--- src/rtl/nn_fixed_pkg.sv ---
// Shared Q16.16 fixed-point constants and the neuron accumulator state encoding.
package nn_fixed_pkg;

    localparam int          FRAC_W = 16;
    localparam logic [31:0] Q_ONE  = 32'h0001_0000;
    localparam logic [31:0] Q_MAX  = 32'h7FFF_FFFF;
    localparam logic [31:0] Q_MIN  = 32'h8000_0000;

    typedef enum logic [1:0] {
        IDLE,
        ACCUM,
        BIAS,
        OUT
    } state_e;

endpackage

--- src/rtl/sat_add32.sv ---
// Combinational 32-bit two's-complement adder that clamps to Q_MAX/Q_MIN on overflow.
module sat_add32
    import nn_fixed_pkg::*;
(
    input  logic [31:0] a,
    input  logic [31:0] b,
    output logic [31:0] sum,
    output logic        sat
);

    logic [31:0] rawSum;

    // Overflow is only possible when both operands share a sign and the result flips it.
    always_comb begin
        rawSum = a + b;
        sat    = (a[31] == b[31]) && (rawSum[31] != a[31]);
        if (sat) begin
            sum = a[31] ? Q_MIN : Q_MAX;
        end else begin
            sum = rawSum;
        end
    end

endmodule

--- src/rtl/neuron_accumulator.sv ---
// Sums N_INPUTS Q16.16 products plus a bias into a saturating accumulator, one activation per neuron.
// Define NEURON_RELU_EN to clamp negative activations to zero on the way out.
module neuron_accumulator
    import nn_fixed_pkg::*;
#(
    parameter int N_INPUTS = 784,
    parameter int DATA_W   = 32
) (
    input  logic              clk,
    input  logic              rst,
    input  logic              start,
    input  logic [DATA_W-1:0] bias,
    input  logic              prod_valid,
    output logic              prod_ready,
    input  logic [DATA_W-1:0] prod_data,
    output logic              out_valid,
    input  logic              out_ready,
    output logic [DATA_W-1:0] out_data,
    output logic              busy,
    output logic              sat_flag
);

    localparam int                CNT_W    = $clog2(N_INPUTS + 1);
    localparam logic [CNT_W-1:0]  LAST_IDX = CNT_W'(N_INPUTS - 1);

    state_e            state_q, state_d;
    logic [31:0]       acc_q, acc_d;
    logic [31:0]       bias_q, bias_d;
    logic [31:0]       out_data_q, out_data_d;
    logic [CNT_W-1:0]  count_q, count_d;
    logic              sat_q, sat_d;

    logic [31:0]       addB;
    logic [31:0]       addSum;
    logic              addSat;

    // A single adder serves both the product stream and the final bias add.
    assign addB = (state_q == BIAS) ? bias_q : prod_data;

    sat_add32 u_sat_add (
        .a   (acc_q),
        .b   (addB),
        .sum (addSum),
        .sat (addSat)
    );

    always_ff @(posedge clk or posedge rst) begin
        if (rst) begin
            state_q    <= IDLE;
            acc_q      <= '0;
            bias_q     <= '0;
            out_data_q <= '0;
            count_q    <= '0;
            sat_q      <= 1'b0;
        end else begin
            state_q    <= state_d;
            acc_q      <= acc_d;
            bias_q     <= bias_d;
            out_data_q <= out_data_d;
            count_q    <= count_d;
            sat_q      <= sat_d;
        end
    end

    always_comb begin
        state_d    = state_q;
        acc_d      = acc_q;
        bias_d     = bias_q;
        out_data_d = out_data_q;
        count_d    = count_q;
        sat_d      = sat_q;

        unique case (state_q)
            IDLE: begin
                if (start) begin
                    bias_d  = bias;
                    acc_d   = '0;
                    count_d = '0;
                    sat_d   = 1'b0;
                    state_d = ACCUM;
                end
            end
            ACCUM: begin
                if (prod_valid) begin
                    acc_d   = addSum;
                    sat_d   = sat_q | addSat;
                    count_d = count_q + 1'b1;
                    if (count_q == LAST_IDX) begin
                        state_d = BIAS;
                    end
                end
            end
            BIAS: begin
                acc_d = addSum;
                sat_d = sat_q | addSat;
`ifdef NEURON_RELU_EN
                out_data_d = addSum[31] ? 32'h0 : addSum;
`else
                out_data_d = addSum;
`endif
                state_d = OUT;
            end
            OUT: begin
                if (out_ready) begin
                    state_d = IDLE;
                end
            end
            default: begin
                state_d = IDLE;
            end
        endcase
    end

    assign prod_ready = (state_q == ACCUM);
    assign out_valid  = (state_q == OUT);
    assign busy       = (state_q != IDLE);
    assign out_data   = out_data_q;
    assign sat_flag   = sat_q;

endmodule

--- config.mk ---
export PLATFORM = sky130hd
export DESIGN_NAME = neuron_accumulator
export DESIGN_NICKNAME = d
export VERILOG_FILES = /design/src/rtl/nn_fixed_pkg.sv /design/src/rtl/sat_add32.sv /design/src/rtl/neuron_accumulator.sv
export SDC_FILE = /design/constraint.sdc
export NUM_CORES = 1
export LEC_CHECK = 0
export CORE_ASPECT_RATIO = 0.6
export CORE_MARGIN = 4
export CORE_UTILIZATION = 38
export CTS_CLUSTER_SIZE = 12
export DETAILED_ROUTE_END_ITERATION = 10
export GPL_TIMING_DRIVEN = 0
export SYNTH_ARGS = -nofsm -noshare
export SYNTH_HDL_FRONTEND = slang
export SYNTH_HIERARCHICAL = 1
export SYNTH_SLANG_ARGS = --single-unit
--- constraint.sdc ---
create_clock -name clk -period 6.3 [get_ports clk]
set_clock_uncertainty 0.15 [all_clocks]
set_input_delay 1.26 -clock clk [delete_from_list [all_inputs] [get_ports clk]]
set_output_delay 1.26 -clock clk [all_outputs]
set_load 0.02 [all_outputs]
After elaboration in Yosys (flattened, before gate mapping):

Index checks and enable logic that the tools add are counted.

* add/sub/neg operators: 2
* multiply operators: 0
* divide/modulo/power cells: 0
* $lt $le $gt $ge: 0
* equality and inequality tests: 10
* shifts and indexed selects: 0
* multiplexer cells: 17
* bitwise logic cells: 1
* reduce and logical (&&, ||, !) cells: 9

Operator list (number)
* 2-to-1 mux 32 bit: 5
* one-hot mux 32 bit (3 select lines): 1
* adder 32 bit: 1
* 2-to-1 mux 10 bit: 2
* one-hot mux 10 bit (2 select lines): 1
* adder 10 x 1 -> 10 bit (second input constant): 1
* equality test 10 bit (second input constant): 1
* 2-to-1 mux 2 bit: 4
* one-hot mux 2 bit (4 select lines): 1
* AND reduction 3 bit: 2
* equality test 2 bit (second input constant): 2
* inequality test 2 x 1 -> 1 bit (second input constant): 2
* inequality test 2 bit (second input constant): 2
* AND reduction 4 bit: 1
* nonzero test 2 bit: 2
* one-hot mux 1 bit (3 select lines): 1
* nonzero test 3 bit: 1
* equality test 2 x 1 -> 1 bit (second input constant): 1
* zero test 2 bit: 1
* 2-to-1 mux 1 bit: 2
* AND reduction 2 bit: 1
* equality test 1 bit: 1
* logical AND 1 bit: 1
* inequality test 1 bit: 1
* OR 1 bit: 1

* bits in registers: 109
* bits in latches: 0
* bits in writable memories: 0
* memory bits (read-only): 0
* input port bits: 69
* output and inout port bits: 36
* word-level logic and storage cells: 45
* memories: 0

Longest topological paths before layout:

Gate-level depths: netlist (run 1).

* depth in word-level cells: 8
* gate-level depth with buffers: 18
* gate-level depth less buffers: 15

By module:

The synthesis (run 1) kept the hierarchy.

Modules (own cells, without submodules)
* neuron_accumulator: times used 1, cells each 394, area an instance 4809.6 µm², sequential area each 2727.6 µm²
* sat_add32: times used 1, cells each 299, area an instance 2109.5 µm², sequential area each 0.0 µm²

Worst setup path after synthesis (run 1):

No wires, ideal clock.

* path type: register to register
* start point: reg state_q[0]
* end point: reg out_data_q[0], in the netlist out_data[0]
* setup time: 0.125 ns
* arrival time: 3.813 ns
* required time: 6.025 ns
* path slack: 2.212 ns
* cell stages (with the launch flop): 17
* path buffers: 4
* period minus slack after synthesis: 4.088 ns
* cell sequence: dfrtp_1 -> inv_1 -> ha_1 -> clkbuf_1 -> clkbuf_1 -> mux2_2 -> ha_1 -> a21oi_2 -> o21ai_1 -> or3_1 -> a211o_1 -> nand4_1 -> and4_1 -> buf_6 -> buf_8 -> o21ai_1 -> mux2_2

* longest elaborated chain between the ends: 6
* elaborated cells between the ends (all ways): 7
* those cells by class: add/sub: 1; eq/ne: 3; mux: 2; reduce/logical: 1

RTL lines
* start: declaration: line neuron_accumulator.sv:26 `state_e state_q, state_d;`
* start signal: assignment: line neuron_accumulator.sv:56 `state_q <= state_d;`
* equality test 2 bit: line neuron_accumulator.sv:38 `assign addB = (state_q == BIAS) ? bias_q : prod_data;`
* 2-to-1 mux 32 bit: line neuron_accumulator.sv:38
* named net addB[16]: line neuron_accumulator.sv:33 `logic [31:0] addB;`
* adder 32 bit: line sat_add32.sv:15 `rawSum = a + b;`
* inequality test 1 bit: line sat_add32.sv:16 `sat = (a[31] == b[31]) && (rawSum[31] != a[31]);`
* logical AND 1 bit: line sat_add32.sv:16
* 2-to-1 mux 32 bit: line sat_add32.sv:17 `if (sat) begin`
* named net addSum[0]: line neuron_accumulator.sv:34 `logic [31:0] addSum;`
* end signal: assignment: line neuron_accumulator.sv:59 `out_data_q <= out_data_d;`
* end: declaration: line neuron_accumulator.sv:29 `logic [31:0] out_data_q, out_data_d;`

The timed path passes the listed nets, and every way through them passes these cells.
A chain may end at the register's enable or synchronous reset.

Worst setup path in the final report (run 1):

* start point: reg state_q[0]
* end point: reg out_data_q[1], in the netlist out_data[1]

The elaborated chain is that of the path after synthesis.

==> results.py, run 1 <==
metrics = {
    "timing": {
        "slew_violations": 0,
        "fin_crit_ns": 5.14,
        "relSlewSlack_pct": 49.5,
        "max_freq_mhz": 195,
        "finalSetupViolations": 0,
        "min_period_over_period_pct": 81.5,
        "worst_pin_slew_ns": 0.758,
        "hold_violations": 0,
        "whs_ns": 0.355,
        "rsz0062_at_grt": "false",
        "fin_setup_tns_ns": 0,
        "finalWorstSetupSlack_ns": 1.16,
    },
    "die": {
        "die_w_um": 182,
        "core.rowCount": 37,
        "fp.coreArea_um2": 17500,
        "die_h_um": 113,
        "die-area_um2": 20500,
        "io_pins": 105,
        "start_util_pct": 39.5,
    },
    "critical_path": {
        "required_ns": 6.40,
        "arrival_ns": 5.24,
        "cp_slowest_stage_delay_ns": 0.60,
        "rr_endpoint": "out_data[1]$_DFFE_PP0P_",
        "crit_path_end_kind": "flip-flop",
        "r2r_slack_ns": 1.16,
        "reg2regPathDepth": 16,
        "regToRegStartpoint": "state_q[0]$_DFFE_PP0P_",
        "cp_slowest_cell": "clkbuf_1",
        "path_class": "flip-flop to flip-flop",
        "path_max_fanout": 10,
        "setup.worst_path.start_class": "flip-flop",
        "crit_chain": "inv_1 -> ha_1 -> clkbuf_1 -> clkbuf_1 -> mux2_2 -> ha_1 -> a21oi_1 -> o21ai_1 -> or3_1 -> a211o_1 -> nand4_1 -> and4_1 -> buf_6 -> buf_8 -> o21ai_1 -> mux2_2",
    },
    "clock_network": {
        "postCtsResizedCells": 0,
        "cts.sinks": 109,
        "post-cts-setup-buffers": 0,
        "path_clk_slew_ns": 0.07,
        "numCtsBuffers": 9,
        "ctsHoldBuffers": 0,
        "cts_buffer_depth": 2,
        "root_buffer": "clkbuf_16",
        "cts-htree-levels": 3,
        "clk_latency_ns": 0.36,
        "cts_tree": "done",
    },
    "global_route": {
        "overflow": 0,
        "antenna_found_initial": 0,
        "grt_pass1_wl_mm": 30.9,
        "track_usage_pct": 18.7,
        "grt_max_degree": 68,
        "grt_pass1_vias": 5647,
    },
    "finish": {
        "antennaDiodeCount": 0,
        "fin_area_um2": 8570,
        "syn_to_final_growth_pct": 23.8,
        "layout.nets": 917,
        "drive_above_1_share_pct": 18.9,
        "n_fill_cell": 1627,
    },
    "pwr": {
        "ir_drop_v": 0.000243,
        "power.density_nw_per_um2": 591,
        "p_leak_nw": 3.65,
        "power_mw": 5.06,
    },
    "detailed_routing": {
        "ant_nets": 0,
        "avgViaCountPerCell": 5.40,
        "wl_per_cell_um": 18.2,
        "dr.pass1.iters": 7,
        "drc_errors": 0,
        "vias": 5656,
        "drt-total-wl_mm": 19.0,
        "drt_iter0_markers": 264,
    },
    "synthesis": {
        "ys_seq_elements": 109,
        "netlist_instances": 693,
        "synth_async_sr_flop_share_pct": 100,
        "syn_area_um2": 6920,
        "synth_cell_type_count": 63,
        "yosysSeqAreaShare_pct": 39.4,
        "yosysWarnings": 6,
        "synth-edff-count": 0,
        "syn_area_per_cell_um2": 9.98,
        "syn-num-nets": 801,
        "ys.flop_type": "dfrtp_1",
    },
    "hold_path": {
        "whs_path_depth": 1,
        "min_path_type": "flip-flop to flip-flop",
        "hp-start": "bias_q[14]$_DFFE_PP0P_",
        "hold_end": "bias_q[14]$_DFFE_PP0P_",
    },
    "placement": {
        "dp_hpwl_mm": 14.7,
        "numPortBuffers": 104,
        "gp_congestion": 0.862,
        "placed_area_um2": 8280,
        "place_ws_ns": 1.24,
    },
    "outcome": {
        "outcome": "finished, final reports clean",
    },
    "run": {
        "cap_viol_max_count": 0,
    },
}
metrics by stage:
stage / util (%) / instances
3_5_place_dp: 47.3 / 1032
3_3_place_gp: 47.2 / 1031
6_report: 49.0 / 1048
4_1_cts: 49.0 / 1048
2_1_floorplan: - / 693
5_1_grt: 49.0 / 1048
worst max-delay path, delay by kind of cell, from the launching register on:
kind                     cells  cell delay [ns]
buffers and inverters        5             1.64
AND/OR/NAND/NOR              3             0.84
flip-flops                   1             0.42
multiplexers                 2             0.69
adder cells (fa/ha/maj)      2             0.56
AO/OA/AOI/OAI                4             0.71
synthesized netlist by cell type (5+ instances only):
library cell	instances	share of area, %
clkbuf_1	16	0.87
o21ai_1	26	1.9
a21oi_1	40	2.9
buf_6	7	1.1
ha_1	38	6.9
nand2b_1	6	0.54
a21o_1	10	1.1
o21a_1	5	0.54
a31oi_1	5	0.45
a21oi_2	6	0.76
o31ai_1	8	0.87
inv_1	54	2.9
dfrtp_1	109	39
o21ai_0	45	3.3
nand3_1	41	3.0
xnor2_1	15	1.9
o21ai_2	8	1.0
nand2_1	28	1.5
buf_2	8	0.58
mux2_2	96	16
nand4_1	8	0.72
nor3_1	7	0.51
xor2_1	13	1.6
nor2_1	25	1.4
routing by layer:
| layer | vias up | GRT usage, % | routed length, um |
|---|---|---|---|
| li1 | 2721 | - | - |
| met2 | 157 | 25.8 | 7610 |
| met3 | 17 | 4.08 | 990 |
| met1 | 2761 | 29.7 | 10200 |
| met5 | - | 0 | 0 |
| met4 | 0 | 3.90 | 204 |
worst max path at each step:
stage	start	end	slack, ns	cells after the start
finish	state_q[0]$_DFFE_PP0P_	out_data[1]$_DFFE_PP0P_	1.16	16
global route	state_q[0]$_DFFE_PP0P_	out_data[1]$_DFFE_PP0P_	0.94	16
global placement	rst	bias_q[18]$_DFFE_PP0P_	0.28	2
floorplan	rst	acc_q[0]$_DFFE_PP0P_	2.02	1
detailed placement	state_q[0]$_DFFE_PP0P_	out_data[1]$_DFFE_PP0P_	1.24	16
CTS	state_q[0]$_DFFE_PP0P_	out_data[1]$_DFFE_PP0P_	1.20	16
sequential cells by signal, summed over array words and instances, names as in the netlist:
name	count
acc_q	32
bias_q	32
out_data	32
count_q	10
state_q	2
sat_flag	1
power breakdown:
part	switching, mW	internal [mW]	leakage (nW)	total [mW]
registers	0.172	1.03	1.35	1.20
clock network	0.276	0.283	0.144	0.559
logic	1.87	1.43	2.16	3.30
total	2.32	2.74	3.65	5.06
kinds of logic (layout without fill, tap and decap cells):
logic type,after synthesis,in the layout,synth area share [%]
adder cells (fa/ha/maj),40,40,7.31
buffers and inverters,91,212,6.06
AND/OR/NAND/NOR,143,143,10.6
multiplexers,99,99,16.1
XOR/XNOR,28,28,3.54
AO/OA/AOI/OAI,183,183,17.0
flip-flops,109,109,39.4
cells in the final DEF (no fill, tap or decap), drive strengths merged, types with 3 or more instances in the layout:
cell type      instances
dfrtp                109
clkdlybuf4s50        104
mux2                  96
o21ai                 79
inv                   57
a21oi                 46
nand3                 41
ha                    38
nand2                 28
clkbuf                26
nor2                  25
buf                   22
xnor2                 15
xor2                  13
a21o                  10
o31ai                  8
nand4                  8
nor3                   7
nand2b                 6
or3                    6
a31oi                  5
o21a                   5
a211oi                 5
and4                   4
nor4                   4
o211ai                 4
nor2b                  3
mux2i                  3
and3                   3
clkinv                 3
and2                   3
final cells by class:
cell class,count,area [um^2],share of cell area [%]
flip-flops and latches,109,2730,31.8
clock inverters,6,45.0,0.526
multi-input cells,493,3770,44.0
inverters,54,205,2.40
plain buffers,37,216,2.53
well taps,234,293,3.42
clock buffers,10,239,2.79
repair buffers,105,1070,12.5
No activity file was read; power rests on OpenSTA's default activity.
==> run 2: changes to the inputs <==
Clock period 6.3 ns to 4.25 ns, I/O delays scaled along.
==> run 2 against run 1 <==
Against the previous run: clock power increased by 49%; final cell count up 0.38%; critical endpoint unchanged; clock-buffer cell count did not move; maximum frequency rose by 24%; sequential cell count unchanged; sequential power rose by 48%.
==> results.py, run 2 (synthesized netlist as in run 1, its figures left out) <==
metrics = {
    "clock_network": {
        "root_buffer": "clkbuf_16",
        "ctsHoldBuffers": 0,
        "cts-htree-levels": 3,
        "numCtsBuffers": 9,
        "clk_latency_ns": 0.36,
        "cts_tree": "done",
        "cts.sinks": 109,
        "path_clk_slew_ns": 0.07,
        "cts_buffer_depth": 2,
    },
    "run": {
        "cap_viol_max_count": 0,
    },
    "timing": {
        "finalSetupViolations": 0,
        "relSlewSlack_pct": 49.0,
        "rsz0062_at_grt": "true",
        "fin_setup_tns_ns": 0,
        "hold_violations": 0,
        "max_freq_mhz": 241,
        "finalWorstSetupSlack_ns": 0.0950,
        "fin_crit_ns": 4.15,
        "worst_pin_slew_ns": 0.765,
        "min_period_over_period_pct": 97.8,
        "slew_violations": 0,
    },
    "critical_path": {
        "r2r_slack_ns": 0.1,
        "arrival_ns": 4.26,
        "required_ns": 4.35,
        "path_max_fanout": 10,
        "setup.worst_path.start_class": "flip-flop",
        "crit_path_end_kind": "flip-flop",
        "path_class": "flip-flop to flip-flop",
    },
    "finish": {
        "drive_above_1_share_pct": 22.2,
        "layout.nets": 921,
        "syn_to_final_growth_pct": 26.1,
        "fin_area_um2": 8730,
        "final_common_cell": "dfrtp_1",
        "antennaDiodeCount": 0,
        "final_cell_mix": "dfrtp_1, clkdlybuf4s50_1, mux2_2, inv_1, o21ai_0",
    },
    "pwr": {
        "p_leak_nw": 3.70,
        "switchingPower_mw": 3.50,
        "power_mw": 7.67,
        "seqPwrFrac_pct": 23.2,
        "power.density_nw_per_um2": 879,
        "sw_frac_of_total_pct": 45.6,
        "ir_drop_v": 0.000362,
        "clkPwrFrac_pct": 10.8,
        "internal_power_mw": 4.17,
        "share_comb_of_total_power_pct": 66.0,
    },
    "global_route": {
        "grt_pass1_wl_mm": 31.1,
        "track_usage_pct": 18.9,
        "antenna_found_initial": 0,
        "grt_pass1_vias": 5683,
        "grt_max_degree": 68,
        "overflow": 0,
    },
    "die": {
        "start_util_pct": 39.5,
        "core.rowCount": 37,
        "die_w_um": 182,
        "fp.coreArea_um2": 17500,
        "io_pins": 105,
        "die-area_um2": 20500,
        "die_h_um": 113,
    },
    "detailed_routing": {
        "wl_per_cell_um": 18.2,
        "avgViaCountPerCell": 5.38,
        "drc_errors": 0,
        "ant_nets": 0,
        "drt-total-wl_mm": 19.2,
        "dr.pass1.iters": 9,
        "drt_iter0_markers": 235,
        "vias": 5658,
    },
    "placement": {
        "dp_hpwl_mm": 14.7,
        "numPortBuffers": 104,
        "place_ws_ns": -0.806,
        "placed_area_um2": 8280,
        "gp_congestion": 0.862,
    },
    "hold_path": {
        "min_path_type": "flip-flop to flip-flop",
    },
    "outcome": {
        "outcome": "finished, final reports clean",
    },
}
[run 2: worst paths after layout]
path / endpoint / depth (start not counted) / from
hold / removal: bias_q[14]$_DFFE_PP0P_ / 1 / bias_q[14]$_DFFE_PP0P_
setup / recovery: out_data[1]$_DFFE_PP0P_ / 17 / state_q[0]$_DFFE_PP0P_
hold reg to reg: bias_q[14]$_DFFE_PP0P_ / 1 / bias_q[14]$_DFFE_PP0P_
setup reg to reg: out_data[1]$_DFFE_PP0P_ / 17 / state_q[0]$_DFFE_PP0P_
max in group asynchronous: out_data[17]$_DFFE_PP0P_ / 3 / rst
min in group asynchronous: bias_q[2]$_DFFE_PP0P_ / 2 / rst
[run 2: through the flow]
step	cells	util [%]	hold WS [ns]
final	1052	49.9	0.356
after global routing	1052	49.9	0.377
after CTS	1050	49.4	0.358
after detailed placement	1032	47.3	0.341
after global placement	1031	47.2	0.331
after floorplan	693	-	0.324
[run 2: routing by layer]
| layer | up-vias | wire (um) | part of all wire [%] | global-route usage [%] |
|---|---|---|---|---|
| met5 | - | 0 | 0 | 0 |
| met4 | 0 | 203 | 1.1 | 3.90 |
| met3 | 17 | 1030 | 5.4 | 4.08 |
| met2 | 148 | 7670 | 40 | 26.0 |
| met1 | 2770 | 10300 | 54 | 29.9 |
| li1 | 2723 | - | - | - |
[run 2: power groups by stage]
stage,sequential (mW),combinational (mW),clock [mW]
final,1.78,5.06,0.832
after global placement,1.77,4.78,0
after global routing,1.84,5.55,0.897
after detailed placement,1.80,4.85,0
after floorplan,1.92,3.28,0
after CTS,1.78,4.96,0.859
[run 2: final cells by class]
| class | count | area [um^2] |
|---|---|---|
| fillers | 1613 | 8770 |
| well taps | 234 | 293 |
| flip-flops and latches | 109 | 2730 |
| repair buffers | 109 | 1100 |
| multi-input cells | 493 | 3850 |
| clock buffers | 10 | 239 |
| clock inverters | 6 | 45.0 |
| plain buffers | 37 | 263 |
| inverters | 54 | 205 |
[run 2: what timing repair did]
action,in CTS,in global routing
setup endpoints to repair,65,56
resized for setup,17,22
setup buffers,2,2
pin swaps,2,5
[run 2: worst max-delay path, stage by stage, from the launching register on]
cell	delay (ns)
dfrtp_1	0.40
inv_2	0.10
ha_2	0.21
buf_8	0.16
clkbuf_8	0.20
mux2_2	0.36
ha_1	0.30
buf_6	0.15
a21oi_4	0.17
o21ai_2	0.07
or3_1	0.32
a211o_1	0.30
nand4_1	0.14
and4_4	0.28
buf_8	0.16
buf_8	0.17
o21ai_1	0.11
mux2_2	0.28
==> run 3: changes to the inputs <==
Settings changed: GPL_ROUTABILITY_DRIVEN set to 0.
==> run 3 against run 2 <==
Against the previous run: clock power grew 7.1%; combinational power is essentially flat; critical path depth shrank 1; first-iteration DRC count grew 130%; clock-buffer cell count shrank 1; maximum frequency grew 0.33%; design area is essentially flat; total power grew 0.35%; register-to-register slack is essentially flat; die area is the same.
==> results.py, run 3 (synthesized netlist as in run 1, its figures left out) <==
metrics = {
    "detailed_routing": {
        "drt-total-wl_mm": 18.9,
        "ant_nets": 0,
        "drc_errors": 0,
        "drt_iter0_markers": 533,
        "wl_met1_mm": 9.69,
        "wl_per_cell_um": 18.0,
        "dr.pass1.iters": 5,
        "top_layer_used": "met4",
        "wl_met3_mm": 1.31,
        "vias": 5690,
        "avgViaCountPerCell": 5.42,
        "met2_length_mm": 7.85,
    },
    "global_route": {
        "grt_max_degree": 68,
        "overflow": 0,
        "grt_pass1_vias": 5678,
        "track_usage_pct": 18.2,
        "antenna_found_initial": 0,
        "grt_pass1_wl_mm": 30.6,
    },
    "critical_path": {
        "reg2regPathDepth": 16,
        "crit_start": "state_q[0]$_DFFE_PP0P_",
        "crit_chain": "inv_2 -> ha_2 -> clkbuf_4 -> mux2_2 -> ha_1 -> fa_1 -> a21oi_2 -> nor2_1 -> o21a_1 -> nor2_1 -> a21oi_2 -> o211ai_1 -> buf_4 -> o21a_1 -> o211ai_1 -> mux2_2",
        "path_max_fanout": 10,
        "setup.worst_path.start_class": "flip-flop",
        "path_class": "flip-flop to flip-flop",
        "cp_slowest_stage_delay_ns": 0.44,
        "regToRegStartpoint": "state_q[0]$_DFFE_PP0P_",
        "rr_endpoint": "out_data[30]$_DFFE_PP0P_",
        "required_ns": 4.35,
        "cp_slowest_cell": "fa_1",
        "r2r_slack_ns": 0.11,
        "arrival_ns": 4.24,
        "crit_path_end_kind": "flip-flop",
        "crit_path_end": "out_data[30]$_DFFE_PP0P_",
    },
    "timing": {
        "max_freq_mhz": 241,
        "hold_violations": 0,
        "fin_crit_ns": 4.14,
        "finalSetupViolations": 0,
        "rsz0062_at_grt": "false",
        "whs_ns": 0.354,
        "min_period_over_period_pct": 97.4,
        "relSlewSlack_pct": 50.9,
        "worst_pin_slew_ns": 0.736,
        "fin_setup_tns_ns": 0,
        "slew_violations": 0,
    },
    "hold_path": {
        "whs_path_depth": 1,
        "min_path_type": "flip-flop to flip-flop",
    },
    "clock_network": {
        "path_clk_slew_ns": 0.08,
        "root_buffer": "clkbuf_16",
        "cts-htree-levels": 3,
        "ctsHoldBuffers": 0,
        "cts_buffer_depth": 2,
        "numCtsBuffers": 9,
        "clk_latency_ns": 0.36,
        "cts.sinks": 109,
        "cts_tree": "done",
    },
    "pwr": {
        "ir_drop_v": 0.000311,
        "p_leak_nw": 3.69,
        "power.density_nw_per_um2": 883,
        "power_mw": 7.70,
    },
    "finish": {
        "drive_above_1_share_pct": 21.0,
        "final_common_cell": "dfrtp_1",
        "antennaDiodeCount": 0,
        "final_cell_mix": "dfrtp_1, clkdlybuf4s50_1, mux2_2, inv_1, o21ai_0",
        "layout.nets": 919,
        "fin_util_pct": 49.8,
        "syn_to_final_growth_pct": 26.0,
    },
    "die": {
        "fp.coreArea_um2": 17500,
        "core.rowCount": 37,
        "io_pins": 105,
        "die_h_um": 113,
        "start_util_pct": 39.5,
        "die_w_um": 182,
        "die-area_um2": 20500,
    },
    "run": {
        "cap_viol_max_count": 0,
    },
    "placement": {
        "dp_hpwl_mm": 14.5,
        "numPortBuffers": 104,
    },
    "outcome": {
        "outcome": "finished, final reports clean",
    },
}
run 3: metrics by stage:
step                area (um^2)  worst slack [ns]  cells
finish                     8720             0.109   1050
floorplan                  6920             0.162    693
global placement           8250             -1.35   1031
global route               8720           0.00106   1050
CTS                        8650            0.0180   1049
detailed placement         8280            -0.828   1032
run 3: layer usage:
metal | global-route usage, % | vias up
met5 | 0 | -
met4 | 2.60 | 0
met3 | 4.11 | 11
met2 | 26.0 | 202
met1 | 28.4 | 2757
li1 | - | 2720
run 3: what timing repair did:
item,4_1_cts,5_1_grt
endpoints found under the setup margin,65,61
setup buffers,1,1
resized for setup,14,14
pin swaps,2,1
run 3: cell type report:
type	instances	area, um^2
timing repair buffer	107	1100
clock inverter	7	81.3
tap	234	293
inverter	54	205
fill	1581	8780
buffer	37	265
sequential	109	2730
clock buffer	9	225
multi-input combinational	493	3820
run 3: worst min-delay path by stage:
stage | from | to | slack, ns
2_1_floorplan | bias_q[30]$_DFFE_PP0P_ | bias_q[30]$_DFFE_PP0P_ | 0.32
3_3_place_gp | bias_q[19]$_DFFE_PP0P_ | bias_q[19]$_DFFE_PP0P_ | 0.33
3_5_place_dp | bias_q[13]$_DFFE_PP0P_ | bias_q[13]$_DFFE_PP0P_ | 0.34
4_1_cts | bias_q[9]$_DFFE_PP0P_ | bias_q[9]$_DFFE_PP0P_ | 0.36
5_1_grt | bias_q[21]$_DFFE_PP0P_ | bias_q[21]$_DFFE_PP0P_ | 0.37
6_report | bias_q[9]$_DFFE_PP0P_ | bias_q[9]$_DFFE_PP0P_ | 0.35
run 3: power by group:
group          switching, mW  internal [mW]
clock                  0.424          0.467
combinational           2.81           2.22
sequential             0.255           1.52
total                   3.49           4.21
run 3: worst max-delay path, delay by kind of cell (launching register included):
| family | cells | cell delay, ns |
|---|---|---|
| AND/OR/NAND/NOR | 2 | 0.32 |
| flip-flops | 1 | 0.43 |
| AO/OA/AOI/OAI | 6 | 1.08 |
| buffers and inverters | 3 | 0.51 |
| multiplexers | 2 | 0.68 |
| adder cells (fa/ha/maj) | 3 | 0.86 |
==> edit (config.mk and constraints of run 2) <==
The option `NEURON_RELU_EN` is turned on by a define.
--- a/src/rtl/neuron_accumulator.sv
+++ b/src/rtl/neuron_accumulator.sv
@@ -1,5 +1,7 @@
 // Sums N_INPUTS Q16.16 products plus a bias into a saturating accumulator, one activation per neuron.
 // Define NEURON_RELU_EN to clamp negative activations to zero on the way out.
+`define NEURON_RELU_EN
+
 module neuron_accumulator
     import nn_fixed_pkg::*;
 #(
Formal check against the unedited RTL: no difference found for any inputs over 4 cycles, from zero or initial values and one cycle with rst high; that may be too few to reach the edited logic, so the function may still have changed.
==> edit against run 2 <==
  * Worst setup slack better by 0.10 ns
  * Routed wire length is 2.8% higher
  * First-iteration DRC count up 59%
  * Sequential cell count decreased by 1
  * Core utilization is 1.5 points lower
  * Total power is 38% lower
  * Design area shrank 0.19%
  * Area after synthesis grew 0.80%
==> edit: results (changes against run 2) <==
Layout
  • Fillers: 1737 (+7.7%)
  • Non-clock buffers, area share: 15.4% (-0.17 points)
  • Clock buffers: 11 (+1)
  • Total area of sequential cells: 2700 um^2 (-0.92%)
  • #MultiIn Comb: 556 (+13%)
  • Area delta synth->final: 24.9%
  • Multi-input gate area: 3870 um^2 (+0.42%)
  • Layout clock area frac: 3.29% (+0.035 points)
  • Layout cells sized above 1: 16.3% (-6.0 points)
  • NumNets Final: 987 (+7.2%)

Timing
  • Hold WS: 0.343 ns (-0.0130 ns)
  • Relative slew margins: 49.5% (+0.51 points)

Power and ir drop
  • Maximum vdd drop: 264 uV (-27%)
  • Power per cell area: 547 nW/um^2 (-38%)

Placed design
  • DP HPWL: 15.2 mm (+3.5%)
  • Placed Area: 8340 um^2 (+0.63%)
  • Port buffer count: 103 (-0.96%)
  • Final Wtd Congestion: 0.922 (+7.0%)

Route
  • WL per Instance: 17.5 um (-3.8%)
  • Detailed Route Iter0 Violations: 374 (+59%)
  • Vias: 5964 (+5.4%)

Min path
  • Hold EP: acc_q[7]
  • Hold path depth: 2 (+1)
  • Hold path start: acc_q[7]

Setup path
  • CP delay by family, top: simple AND/OR/NAND/NOR gates
  • CP peak stage delay: 0.43 ns (+0.03 ns)
  • R2R setup slack: 0.19 ns (+0.10 ns)
  • Worst endpoint data arrival time: 4.16 ns (-0.10 ns)
  • Crit path to: acc_q[14]

Yosys
  • Post-synthesis register bit count: 108 (-0.92%)
  • Multiplexer share of the synthesized area: 10.8% (-5.3 points)
  • Syn nets: 872 (+8.9%)
  • Register area share after synthesis: 38.8% (-0.67 points)
  • Yosys cell types: 65 (+3.2%)
  • Post-synthesis xor/xnor area fraction: 3.39% (-0.15 points)
  • Adder-cell share of the synthesized area: 7.25% (-0.058 points)
  • Synth top cells by count: 123 x nand2_1, 108 x dfrtp_1, 65 x mux2_2, 54 x inv_1, 39 x a21oi_1
  • Ranking of synthesized cells by area: dfrtp_1 39%, mux2_2 10%, ha_1 6.8%

Global routing
  • Largest net degree at the start of global routing: 63 (-7.4%)
  • First-pass GRT wire length: 32.3 mm (+3.8%)
  • GRT Resource Usage Total: 19.4% (+0.52 points)
  • Vias in the first global route: 5836 (+2.7%)

Run status
  • Status: complete, no violations

CTS
  • Post-CTS Resized: 15 (-2)
  • Post-CTS Setup Inserts: 1 (-1)
-- edit: changes by cell type after synthesis, sizes merged, moves of 2 or more --
cell / change
o2111ai: +2
o22ai: +31
buf: +6
clkbuf: +3
xnor2: -2
mux2: -31
nand2: +95
nand3: -33
-- edit: power by group --
group	total, W	leakage [nW]	internal (W)	switching [W]
combinational	0.00261	2.54	0.00104	0.00157
sequential	0.00132	1.27	0.00120	0.000119
clock	0.000831	0.141	0.000424	0.000408
-- edit: through the flow --
step,utilization [%],cells,setup slack (ns)
after floorplan,-,764,0.366
after global placement,46.1,1107,-1.40
after detailed placement,46.3,1108,-0.656
after CTS,48.1,1124,0.0470
after global routing,48.3,1124,0.00687
final,48.3,1124,0.195
-- edit: routing by layer --
layer / part of all wire, % / global-route usage (%) / vias up / wire length [um]
li1: - / - / 2923 / -
met1: 55 / 31.9 / 2875 / 10800
met2: 38 / 25.5 / 152 / 7530
met3: 6.4 / 4.66 / 14 / 1260
met4: 0.81 / 3.37 / 0 / 160
met5: 0 / 0 / - / 0
